$ cat src/rtl/rom_layer_stream.sv
// Multi-layer weight ROM that streams one selected layer, one row per beat,
// over a valid/ready interface towards the neuron array's weight-load port.
module rom_layer_stream #(
    parameter int W_SIZE      = 8,
    parameter int NEURONS_IN  = 8,
    parameter int NEURONS_OUT = 2,
    parameter int N_LAYERS    = 2,
    parameter logic [N_LAYERS-1:0][NEURONS_IN-1:0][NEURONS_OUT*W_SIZE-1:0] ROM_MEM = '0,
    parameter int LSEL_W      = (N_LAYERS > 1) ? $clog2(N_LAYERS) : 1,
    parameter int IDX_W       = (NEURONS_IN > 1) ? $clog2(NEURONS_IN) : 1
) (
    input  logic                          clk,
    input  logic                          rst_n,
    input  logic                          start,
    input  logic [LSEL_W-1:0]             layer_sel,
    output logic                          busy,
    output logic                          data_valid,
    input  logic                          data_ready,
    output logic [NEURONS_OUT*W_SIZE-1:0] data,
    output logic [IDX_W-1:0]              row_idx,
    output logic                          last,
    output logic                          done,
    output logic                          err,
    output logic                          dbg_state
);

    // Handshake: a beat transfers on a rising edge where data_valid and
    // data_ready are both high; while data_valid is high and data_ready is low,
    // data, row_idx and last hold their values.

    localparam int ROW_W = NEURONS_OUT * W_SIZE;
    localparam logic [IDX_W-1:0]  FIRST_IDX  = '0;
    localparam logic [IDX_W-1:0]  LAST_IDX   = IDX_W'(NEURONS_IN - 1);
    localparam logic [LSEL_W:0]   N_LAYERS_C = (LSEL_W + 1)'(N_LAYERS);

    typedef enum logic {
        S_IDLE   = 1'b0,
        S_STREAM = 1'b1
    } state_t;

    state_t              r_state;
    logic [LSEL_W-1:0]   r_layer;
    logic [IDX_W-1:0]    r_row_idx;
    logic [ROW_W-1:0]    r_data;
    logic                r_valid;
    logic                r_busy;
    logic                r_last;
    logic                r_done;
    logic                r_err;

    logic                w_sel_ok;
    logic [IDX_W-1:0]    w_next_idx;

    // Zero-extend so out-of-range selects are detectable for non-power-of-two layer counts.
    assign w_sel_ok   = ({1'b0, layer_sel} < N_LAYERS_C);
    assign w_next_idx = r_row_idx + IDX_W'(1);

    always_ff @(posedge clk or negedge rst_n) begin
        if (!rst_n) begin
            r_state   <= S_IDLE;
            r_layer   <= '0;
            r_row_idx <= '0;
            r_data    <= '0;
            r_valid   <= 1'b0;
            r_busy    <= 1'b0;
            r_last    <= 1'b0;
            r_done    <= 1'b0;
            r_err     <= 1'b0;
        end else begin
            r_done <= 1'b0;
            r_err  <= 1'b0;
            case (r_state)
                S_IDLE: begin
                    if (start) begin
                        if (w_sel_ok) begin
                            r_state   <= S_STREAM;
                            r_layer   <= layer_sel;
                            r_row_idx <= FIRST_IDX;
                            r_data    <= ROM_MEM[layer_sel][FIRST_IDX];
                            r_valid   <= 1'b1;
                            r_busy    <= 1'b1;
                            r_last    <= (FIRST_IDX == LAST_IDX);
                        end else begin
                            r_err <= 1'b1;
                        end
                    end
                end
                S_STREAM: begin
                    if (data_ready) begin
                        if (r_row_idx == LAST_IDX) begin
                            r_state   <= S_IDLE;
                            r_row_idx <= '0;
                            r_data    <= '0;
                            r_valid   <= 1'b0;
                            r_busy    <= 1'b0;
                            r_last    <= 1'b0;
                            r_done    <= 1'b1;
                        end else begin
                            r_row_idx <= w_next_idx;
                            r_data    <= ROM_MEM[r_layer][w_next_idx];
                            r_last    <= (w_next_idx == LAST_IDX);
                        end
                    end
                end
            endcase
        end
    end

    assign busy       = r_busy;
    assign data_valid = r_valid;
    assign data       = r_data;
    assign row_idx    = r_row_idx;
    assign last       = r_last;
    assign done       = r_done;
    assign err        = r_err;
    assign dbg_state  = r_state;

endmodule
$ cat config.mk
export PLATFORM = sky130hd
export DESIGN_NAME = rom_layer_stream
export DESIGN_NICKNAME = d
export VERILOG_FILES = /design/src/rtl/rom_layer_stream.sv
export SDC_FILE = /design/constraint.sdc
export NUM_CORES = 1
export LEC_CHECK = 0
export CAP_MARGIN = 20
export CORE_AREA = 10 10 47 49
export DETAILED_ROUTE_END_ITERATION = 8
export DIE_AREA = 0 0 57 59
export GPL_TIMING_DRIVEN = 0
export PLACE_DENSITY = 0.79
export SYNTH_ARGS = -nofsm -noshare
export SYNTH_HDL_FRONTEND = slang
export SYNTH_SLANG_ARGS = --single-unit
$ cat constraint.sdc
create_clock -name clk -period 3 [get_ports clk]
set_input_delay 0.6 -clock clk [delete_from_list [all_inputs] [get_ports clk]]
set_output_delay 0.6 -clock clk [all_outputs]
set_load 0.03 [all_outputs]
==> results of run 1 <==
## cells by family (layout without fill, tap and decap cells)
group | after synthesis | in the layout | share of synthesized area
buf+inv | 19 | 34 | 0.292
flops | 7 | 7 | 0.368
fa+ha+maj | 4 | 4 | 0.105
simple gates | 9 | 9 | 0.0921
mux | 1 | 1 | 0.0316
compound gates | 8 | 8 | 0.103
other cells | 1 | 17 | 0.00789
## power by group
group | internal, uW | switching, uW
clock network | 50.6 | 33.1
logic | 133 | 164
registers | 127 | 36.0
total | 311 | 233
## per-stage QoR
step,utilization,cells,setup slack (ns)
global placement,0.475,92,1.24
floorplan,-,65,1.42
detailed placement,0.475,92,1.23
global route,0.494,96,0.920
finish,0.494,96,0.988
CTS,0.494,96,0.960
## worst max path at each step
stage                           start                     end  cells after the start
4_1_cts              busy$_DFFE_PN0P_              data_valid                      2
3_3_place_gp               data_ready  row_idx[2]$_DFFE_PN0P_                      3
6_report             busy$_DFFE_PN0P_              data_valid                      2
5_1_grt              busy$_DFFE_PN0P_              data_valid                      2
2_1_floorplan  row_idx[0]$_DFFE_PN0P_  row_idx[2]$_DFFE_PN0P_                      4
3_5_place_dp         busy$_DFFE_PN0P_              data_valid                      2
## per-layer routing
| metal | GRT usage | up-vias | wire, um |
|---|---|---|---|
| met5 | 0 | - | 0 |
| met3 | 0.0451 | 4 | 163 |
| li1 | - | 189 | - |
| met1 | 0.0598 | 150 | 323 |
| met2 | 0.102 | 22 | 514 |
| met4 | 0.0604 | 0 | 19 |
## critical path, cell delays in order, from the launching register on
cell	delay [ns]
dfrtp_1	0.39
buf_4	0.12
clkdlybuf4s50_1	0.66
## state kept, by name, indices dropped and copies added, names as in the netlist
| name | count |
|---|---|
| last | 1 |
| done | 1 |
| row_idx | 3 |
| dbg_state | 1 |
| busy | 1 |
## cell usage in the layout, fill, tap and decap left out
cell type        instances
conb_1                  17
nand2_1                  3
clkdlybuf4s50_1         11
clkbuf_4                 3
nand3b_1                 1
ha_1                     4
and3_2                   1
nor2b_1                  1
inv_1                    1
nor2_1                   3
buf_4                   18
clkbuf_1                 1
a22o_1                   1
a21oi_1                  1
dfrtp_1                  7
mux2_4                   1
o31ai_1                  2
o21ai_0                  4
## layout make-up
cell class | count | area, um2
Fill cell | 144 | 709
Multi-Input combinational cell | 39 | 221
Sequential cell | 7 | 175
Buffer | 18 | 135
Timing Repair Buffer | 11 | 110
Clock buffer | 4 | 26.3
Tap cell | 16 | 20.0
Inverter | 1 | 3.75
==> results list, run 1 <==
- In this run, synthesis inferred 0 flip-flops with an integrated enable.
* Width of the die: 57 um
* GPL Wtd Cong: 0.656
- Number of clock buffers inserted by TritonCTS: 3
- Max-cap violations: 0
- In this run, the number of DRC markers left after iteration 0 of detailed routing was 7.
- For this block, the routed nets add up to 1.02 mm of wire.
* Setup TNS Final: 0 ns
- After clock tree synthesis, the clock-pin slew on the worst setup and hold paths is 0.05 ns.
* Wire length per cell: 10.6 um
- Fraction of registers with async set/reset: 1.00
- In the routed design, unresolved DRC markers number 0.
- Setup violators final: 0
- Of the post-synthesis cell area, the dominant cell type holds 0.368.
* Maximum number of pins on one net before global-route repair: 8
* # IOs: 30
* Data required time of the worst path: 2.40 ns
- Vias in the first global route: 364
* Final hold violation count: 0
- Number of buffers inserted by hold repair at cts: 0
- Buffers placed on the I/O ports in this run total 11.
- Cell area after layout: 692 um2
- The floorplan step defined a die boundary enclosing 3360 um2.
- The first global-routing pass estimated 1.77 mm of wire.
- Total routing usage reported by global routing: 0.0672
- Measured along the y axis, the die boundary spans 59 um.
* Number of iterations in the first detailed-routing pass: 4
- Yosys instantiated no cell more often than buf_4.
- Yosys printed 0 warnings.
- Worst reg2reg path depth: 4
- Global-route congestion overflow total: 0
- VDD IR-drop max: 234 uV
- Min-Delay Path Depth: 2
- Setup repair after global routing missed its margin: false
- In the final layout, the share of cells above drive strength 1 is 0.288.
- After detailed placement, the total cell area comes to 666 um2.
* Buffer type at the clock tree root: clkbuf_4
- For this run, the top clock speed supported by timing is 497 MHz.
- For this configuration, the core starts out at a cell density of 0.339.
- Via count: 365
* Count of nets after finishing: 90
- For this design the static power due to leakage is 0.000376 uW.
* Count of pins over their slew limit: 0
- The synthesized netlist contains 15 unique library cells.
* Sequential element share of the synthesized area: 0.368
* Category of the worst setup path launch point: flip-flop
- The number of antenna diodes in the final layout is 0.
- For the finished layout, the period the worst path requires is 2.01 ns.
- Average instance area after synthesis: 9.70 um2
* Resized cells post-CTS: 0
- The flow ran to the end, and the final reports show no timing, DRC or antenna violations.
* Leading cell types by total area after synthesis: dfrtp_1 (37%), buf_4 (28%), ha_1 (11%), o21ai_0 (4.2%), mux2_4 (3.2%)
- Area of the mapped netlist: 475 um2
* Fin Clk Skew: 0.00509 ns
- Final clock period utilization by the worst path: 0.671
- Reg2Reg Capture Point: row_idx[2]$_DFFE_PN0P_
- Critical hold path startpoint: last$_DFFE_PN0P_
* Number of sinks on the clock net: 7
* Largest fanout on the critical path: 4
- Classification of the worst-slack hold path: reg2reg
- Data on the critical path arrives at its endpoint at 1.41 ns.
* Bufs on Longest Clock Path: 2
* H-tree levels: 1
- From synthesis to final layout, the design area changed by 45.5%.
* Worst R2R Start: row_idx[0]$_DFFE_PN0P_
- The worst setup path is of the reg2out kind.
- Number of antenna violations at the first check in global routing: 0
- FF-to-FF setup slack: 1.48 ns
- Kind of capture point of the worst setup path: primary output
* End point of the worst hold path: last$_DFFE_PN0P_
* Number of flip-flops and latches in the synthesized netlist: 7
- Antenna-violating nets left: 0
* Number of standard cells after synthesis: 49
* Clock Latency Late Sink: 0.25 ns
* Core area: 1400 um2
- Postcts setup bufs: 0
- Cell taking the most area after synthesis: dfrtp_1
- By count the netlist is led by buf_4 (18), dfrtp_1 (7), ha_1 (4), o21ai_0 (4).
- Power spread over the standard cell area amounts to 786 nW/um2.
* Hold_ws: 0.511 ns
- Total power: 544 uW
* Via count normalized by instance count: 3.80
* Most frequently used flop master after synthesis: dfrtp_1
* Standard-cell row count: 14
* CTS tree: built
No activity file was read; power rests on OpenSTA's default activity.
==> inputs of run 2 (changes only) <==
--- a/config.mk
+++ b/config.mk
@@ -6,11 +6,11 @@
 export NUM_CORES = 1
 export LEC_CHECK = 0
 export CAP_MARGIN = 20
-export CORE_AREA = 10 10 47 49
+export CORE_MARGIN = 10
+export CORE_UTILIZATION = 31
 export DETAILED_ROUTE_END_ITERATION = 8
-export DIE_AREA = 0 0 57 59
 export GPL_TIMING_DRIVEN = 0
-export PLACE_DENSITY = 0.79
+export PLACE_DENSITY = 0.73
 export SYNTH_ARGS = -nofsm -noshare
 export SYNTH_HDL_FRONTEND = slang
 export SYNTH_SLANG_ARGS = --single-unit
==> constraint.sdc (replaced) <==
create_clock -name clk -period 1.8 [get_ports clk]
set_input_delay 0.36 -clock clk [delete_from_list [all_inputs] [get_ports clk]]
set_output_delay 0.36 -clock clk [all_outputs]
set_load 0.03 [all_outputs]
==> results list, run 2 (synthesized netlist as in run 1, its figures left out) <==
* Outcome: completed (unchanged)
- Port buffer count: 11 (unchanged)
- The critical-path cell with the highest stage delay was clkdlybuf4s50_1 (unchanged).
- Number of iterations in the first detailed-routing pass: 4 (unchanged)
- The cell area after placement was 666 um2 (unchanged).
- Ratio of cells with drive above 1 in the final layout: 0.288 (unchanged)
- Total routing usage reported by global routing: 0.0628 (was 0.0672)
- The delay of the slowest critical-path stage was 0.70 ns (was 0.66 ns).
- Antenna diode count: 0 (unchanged)
* Reg2Reg Capture Point: row_idx[2]$_DFFE_PN0P_ (unchanged)
- GPL Wtd Cong: 0.736 (was 0.656)
- Data required time of the worst path: 1.44 ns (was 2.40 ns)
- Buf+Inv Stages, Crit Path: 1 (was 2)
- The logic depth of the worst setup path including buffers is 1 (was 2).
- The switching power is 383 uW (was 233 uW).
- Clock share of power: 0.158 (was 0.154)
- The count of boundary I/O pins came to 30 (unchanged).
- The register area is 175 um2 (unchanged).
* Count of pins over their slew limit: 0 (unchanged)
- The clock latency on the worst-skew pair was 0.25 ns (about the same).
- VDD IR-drop max: 736 uV (was 234 uV)
- The leakage power summed over all cells came to 0.000394 uW (was 0.000376 uW).
* Count of nets after finishing: 90 (unchanged)
- The H-tree depth is 1 (unchanged).
- Arrival time at the worst endpoint: 1.36 ns (was 1.41 ns)
- Buffer type at the clock tree root: clkbuf_4 (unchanged)
- The number of instances in the placed design was 92 (unchanged).
* FF-to-FF setup slack: 0.32 ns (was 1.48 ns)
- Postcts setup bufs: 0 (unchanged)
* Most frequent cells in the layout: buf_4 (18), conb_1 (17), clkdlybuf4s50_1 (9), dfrtp_1 (7) (was buf_4 (18), conb_1 (17), clkdlybuf4s50_1 (11), dfrtp_1 (7))
- Hold_ws: 0.367 ns (was 0.511 ns)
- The largest delay contributor family on the critical path was buffers and inverters (unchanged).
- Standard-cell row count: 14 (unchanged)
- The clock-pin slew on the worst setup and hold paths was 0.05 ns (about the same).
- Total routed wirelength: 954 um (was 1.02 mm)
* Via count: 366 (was 365)
* Total area of multi-input combinational cells: 221 um2 (unchanged)
* Bufs on Longest Clock Path: 2 (unchanged)
* Die outline area: 3500 um2 (was 3360 um2)
- The proportion of power drawn by flip-flops and latches came to 0.300 (about the same).
- The overall overflow remaining after global route is 0 (unchanged).
* Wire length of the first global-routing pass: 1.59 mm (was 1.77 mm)
- The share of total power in combinational logic came to 0.542 (was 0.546).
* Vias in the first global route: 346 (was 364)
* Classification of the worst-slack hold path: in2async (was reg2reg)
* Initial cell density of the core: 0.323 (was 0.339)
* Core area: 1470 um2 (was 1400 um2)
- The number of hold violations in the final report was 0 (unchanged).
- Category of the worst setup path launch point: flip-flop (unchanged)
- The final-report setup violation count came to 0 (unchanged).
- Final clock period utilization by the worst path: 0.958
- Worst reg2reg path depth: 4 (unchanged)
* Number of flip-flops under the largest register name: 3 (unchanged)
- Number of sinks on the clock net: 7 (unchanged)
- The final instance count without filler cells came to 96 (unchanged).
- The die extent in y came to 59.2 um (was 59 um).
- The switching part of the total is 0.427 (was 0.429).
* Maximum number of pins on one net before global-route repair: 8 (unchanged)
- Wire length per cell: 9.94 um (was 10.6 um)
- The worst-case clock skew is 0.00118 ns (was 0.00509 ns).
- Worst R2R Start: row_idx[0]$_DFFE_PN0P_ (unchanged)
* Setup repair after global routing missed its margin: false (unchanged)
* Violation count after the first detailed-routing iteration: 13 (was 7)
- Layout fillers: 154 (was 144)
* Leading cell type in the layout, fill and taps excluded: buf_4 (unchanged)
* Kind of capture point of the worst setup path: primary output (unchanged)
- Once detailed placement completed, the half-perimeter wirelength came to 846 um.
* CTS tree: built (unchanged)
* Number of clock buffers inserted by TritonCTS: 3 (unchanged)
- The initial antenna violation count came to 0 (unchanged).
- The area growth from synthesis to layout was 46.6% (was 45.5%).
* Number of DRC violations after detailed routing: 0 (unchanged)
- The remaining antenna violation count was 0 (unchanged).
- The reported max-cap violation count came to 0 (unchanged).
- Largest fanout on the critical path: 5 (was 4)
- The final cell area excluding filler cells came to 697 um2 (was 692 um2).
* Areal power density over the cells: 1290 nW/um2 (was 786 nW/um2)
- Width of the die: 59.2 um (was 57 um)
- Cell Chain, Critical Path: clkdlybuf4s50_1 (was buf_4 -> clkdlybuf4s50_1)
- Shortest clock period the worst path allows after layout: 1.72 ns
- The internal power contribution came to 514 uW (was 311 uW).
- Maximum clock frequency: 580 MHz
- The category of the most critical setup path is reg2out (unchanged).
- Via count normalized by instance count: 3.81 (was 3.80)
- Setup TNS Final: 0 ns (unchanged)
## run 2: changes by cell type in the layout (fill, tap and decap cells not counted), sizes merged
cell	previous run	this run
clkdlybuf4s50	11	9
dlymetal6s2s	0	2
## run 2: metal layers
metal	track usage	vias to the layer above	share of wire
li1	-	190	-
met1	0.0510	153	0.31
met2	0.0901	18	0.49
met3	0.0687	5	0.18
met4	0.0393	0	0.019
met5	0	-	0
## run 2: worst max path at each step
stage | start | slack, ns | to
3_3_place_gp | data_ready | 0.28 | row_idx[2]$_DFFE_PN0P_
6_report | row_idx[2]$_DFFE_PN0P_ | 0.08 | row_idx[2]
5_1_grt | row_idx[2]$_DFFE_PN0P_ | 0.002 | row_idx[2]
4_1_cts | dbg_state$_DFF_PN0_ | 0.02 | dbg_state
3_5_place_dp | data_ready | 0.27 | row_idx[2]$_DFFE_PN0P_
2_1_floorplan | row_idx[0]$_DFFE_PN0P_ | 0.22 | row_idx[2]$_DFFE_PN0P_
## run 2: repair_timing
action / in CTS / in global routing
resized for setup: 0 / 2
setup endpoints to repair: 0 / 2
hold buffers: 0 / 0
## run 2: power groups by stage
stage	Clock [uW]	Combinational [uW]	Sequential (uW)
floorplan	0	225	371
global placement	0	484	269
detailed placement	0	494	271
CTS	147	495	270
global route	163	533	282
finish	142	486	269
## run 2: layout make-up
type / count / share of cell area
Buffer: 18 / 0.194
Timing Repair Buffer: 11 / 0.165
Multi-Input combinational cell: 39 / 0.318
Tap cell: 16 / 0.0287
Sequential cell: 7 / 0.251
Inverter: 1 / 0.00539
Clock buffer: 4 / 0.0377
## run 2: per-stage QoR
stage                      util  total power, uW  setup slack (ns)
final                     0.474              897            0.0751
after global routing      0.474              977           0.00195
after CTS                 0.470              913            0.0225
after detailed placement  0.452              766             0.265
after global placement    0.452              753             0.279
after floorplan               -              596             0.215
==> inputs of run 3 (changes only) <==
--- a/config.mk
+++ b/config.mk
@@ -6,11 +6,11 @@
 export NUM_CORES = 1
 export LEC_CHECK = 0
 export CAP_MARGIN = 20
-export CORE_MARGIN = 10
+export CORE_MARGIN = 8
 export CORE_UTILIZATION = 31
 export DETAILED_ROUTE_END_ITERATION = 8
 export GPL_TIMING_DRIVEN = 0
-export PLACE_DENSITY = 0.73
+export PLACE_DENSITY_LB_ADDON = 0.1
 export SYNTH_ARGS = -nofsm -noshare
 export SYNTH_HDL_FRONTEND = slang
 export SYNTH_SLANG_ARGS = --single-unit
==> results list, run 3 (synthesized netlist as in run 1, its figures left out) <==
- Data required time of the worst path: 1.44 ns (about the same)
* VDD IR-drop max: 474 uV (was 736 uV)
- Shortest clock period the worst path allows after layout: 1.72 ns (about the same)
- Height of the die: 55.2 um (was 59.2 um)
- Postcts setup bufs: 0 (unchanged)
- Maximum clock frequency: 581 MHz (was 580 MHz)
* Kind of capture point of the worst setup path: primary output (unchanged)
- The routed length per instance was 9.60 um (was 9.94 um).
* Setup repair after global routing missed its margin: false (unchanged)
- Leading cell type in the layout, fill and taps excluded: buf_4 (unchanged)
- The total number of clock tree sinks came to 7 (unchanged).
- The initial antenna violation count is 0 (unchanged).
* Signed area change from the synthesized netlist to the final layout: 46.6% (unchanged)
- The number of global-route vias before repair came to 347 (was 346).
- Setup TNS Final: 0 ns (unchanged)
* Buf+Inv Stages, Crit Path: 1 (unchanged)
* GPL Wtd Cong: 0.734 (was 0.736)
- The final worst-path cycle share came to 0.956 (was 0.958).
- Width of the die: 55.2 um (was 59.2 um)
* Maximum number of pins on one net before global-route repair: 8 (unchanged)
* Crit path largest cell delay: 0.70 ns (about the same)
- Standard cell with the maximum stage delay on the critical path: clkdlybuf4s50_1 (unchanged)
- Buffer type at the clock tree root: clkbuf_4 (unchanged)
* Minimum setup slack after placement: 0.267 ns (was 0.265 ns)
* Count of nets after finishing: 90 (unchanged)
- The remaining antenna violation count is 0 (unchanged).
- Bufs on Longest Clock Path: 2 (unchanged)
- Count of pins over their slew limit: 0 (unchanged)
- The post-detailed-route via-to-cell ratio was 3.76 (was 3.81).
- Final core area utilization: 0.474 (unchanged)
* Core area: 1470 um2 (unchanged)
- The least setup slack across all paths after layout is 0.0785 ns (was 0.0751 ns).
- The leakage power summed over all cells came to 0.000394 uW (unchanged).
* Areal power density over the cells: 1290 nW/um2 (about the same)
* Category of the worst setup path launch point: flip-flop (unchanged)
- Largest fanout on the critical path: 5 (unchanged)
* Arrival time at the worst endpoint: 1.36 ns (about the same)
* Die outline area: 3040 um2 (was 3500 um2)
- The detailed router's first-iteration violation count is 5 (was 13).
- Via count: 361 (was 366)
* H-tree levels: 1 (unchanged)
- Total routing usage reported by global routing: 0.0704 (was 0.0628)
* Outcome: completed (unchanged)
* CTS clock-pin slew for the worst setup and hold paths: 0.05 ns (about the same)
* Number of DRC violations after detailed routing: 0 (unchanged)
* Global-route congestion overflow total: 0 (unchanged)
- Ratio of cells with drive above 1 in the final layout: 0.288 (unchanged)
- The number of hold violations in the final report came to 0 (unchanged).
- Number of iterations in the first detailed-routing pass: 4 (unchanged)
* Number of clock buffers inserted by TritonCTS: 3 (unchanged)
* Number of flip-flops under the largest register name: 3 (unchanged)
* Antenna diode count: 0 (unchanged)
* Port buffer count: 11 (unchanged)
- Cell Chain, Critical Path: clkdlybuf4s50_1 (unchanged).
- Clock Latency Late Sink: 0.25 ns (about the same)
- The starting density of the core came to 0.323 (unchanged).
- The final-report setup violation count came to 0 (unchanged).
* Standard-cell row count: 14 (unchanged)
- Wire length of the first global-routing pass: 1.50 mm (was 1.59 mm)
- Cell type group with the largest total delay on the critical path: buffers and inverters (unchanged)
- Total routed wirelength: 922 um (was 954 um)
- Fin Clk Skew: 0.00245 ns (was 0.00118 ns)
- Classification of the worst-slack hold path: in2async (unchanged)
* HPWL reported at the end of detailed placement: 796 um (was 846 um)
- Number of buffers inserted by hold repair at cts: 0 (unchanged)
- Resized cells post-CTS: 0 (unchanged)
- The reported max-cap violation count was 0 (unchanged).
- Critical Setup Path Class: reg2out (unchanged)
* Most frequent cells in the layout: buf_4 (18), conb_1 (17), clkdlybuf4s50_1 (9), dfrtp_1 (7) (unchanged)
- The count of boundary I/O pins came to 30 (unchanged).
* CTS tree: built (unchanged)
## run 3: metal layers
| metal | part of all wire | up-vias | wire length [um] | track usage |
|---|---|---|---|---|
| met2 | 0.45 | 19 | 416 | 0.106 |
| met5 | 0 | - | 0 | 0 |
| met1 | 0.38 | 149 | 349 | 0.0697 |
| li1 | - | 189 | - | - |
| met3 | 0.13 | 4 | 119 | 0.0294 |
| met4 | 0.039 | 0 | 36 | 0.0720 |
## run 3: path summary, 6_finish.rpt
check,startpoint,to,depth (start not counted),slack [ns]
worst max-delay path,row_idx[2]$_DFFE_PN0P_,row_idx[2],1,0.08
worst min-delay path,rst_n,done$_DFF_PN0_,1,0.36
worst max register to register,row_idx[0]$_DFFE_PN0P_,row_idx[2]$_DFFE_PN0P_,4,0.30
worst min register to register,last$_DFFE_PN0P_,last$_DFFE_PN0P_,2,0.52
max in group asynchronous,rst_n,row_idx[1]$_DFFE_PN0P_,1,1.21
min in group clk,last$_DFFE_PN0P_,last$_DFFE_PN0P_,2,0.52
## run 3: per-stage QoR
step / hold WS, ns / total power [uW] / area (um2) / cells
final: 0.361 / 898 / 697 / 96
after global routing: 0.388 / 978 / 697 / 96
after CTS: 0.369 / 916 / 692 / 96
after detailed placement: 0.523 / 768 / 666 / 92
after global placement: 0.510 / 762 / 666 / 92
after floorplan: 0.0644 / 596 / 536 / 65
## run 3: final cells by class
cell class | instances | area [um2]
well taps | 16 | 20.0
flip-flops and latches | 7 | 175
multi-input cells | 39 | 221
inverters | 1 | 3.75
fillers | 150 | 774
repair buffers | 11 | 115
plain buffers | 18 | 135
clock buffers | 4 | 26.3
## run 3: report_power, final
part | total (uW) | internal [uW] | leakage, uW | switching, uW
combinational | 488 | 218 | 0.000292 | 270
sequential | 270 | 212 | 0.0000872 | 57.8
clock | 140 | 84.5 | 0.0000150 | 55.8
total | 898 | 515 | 0.000394 | 384
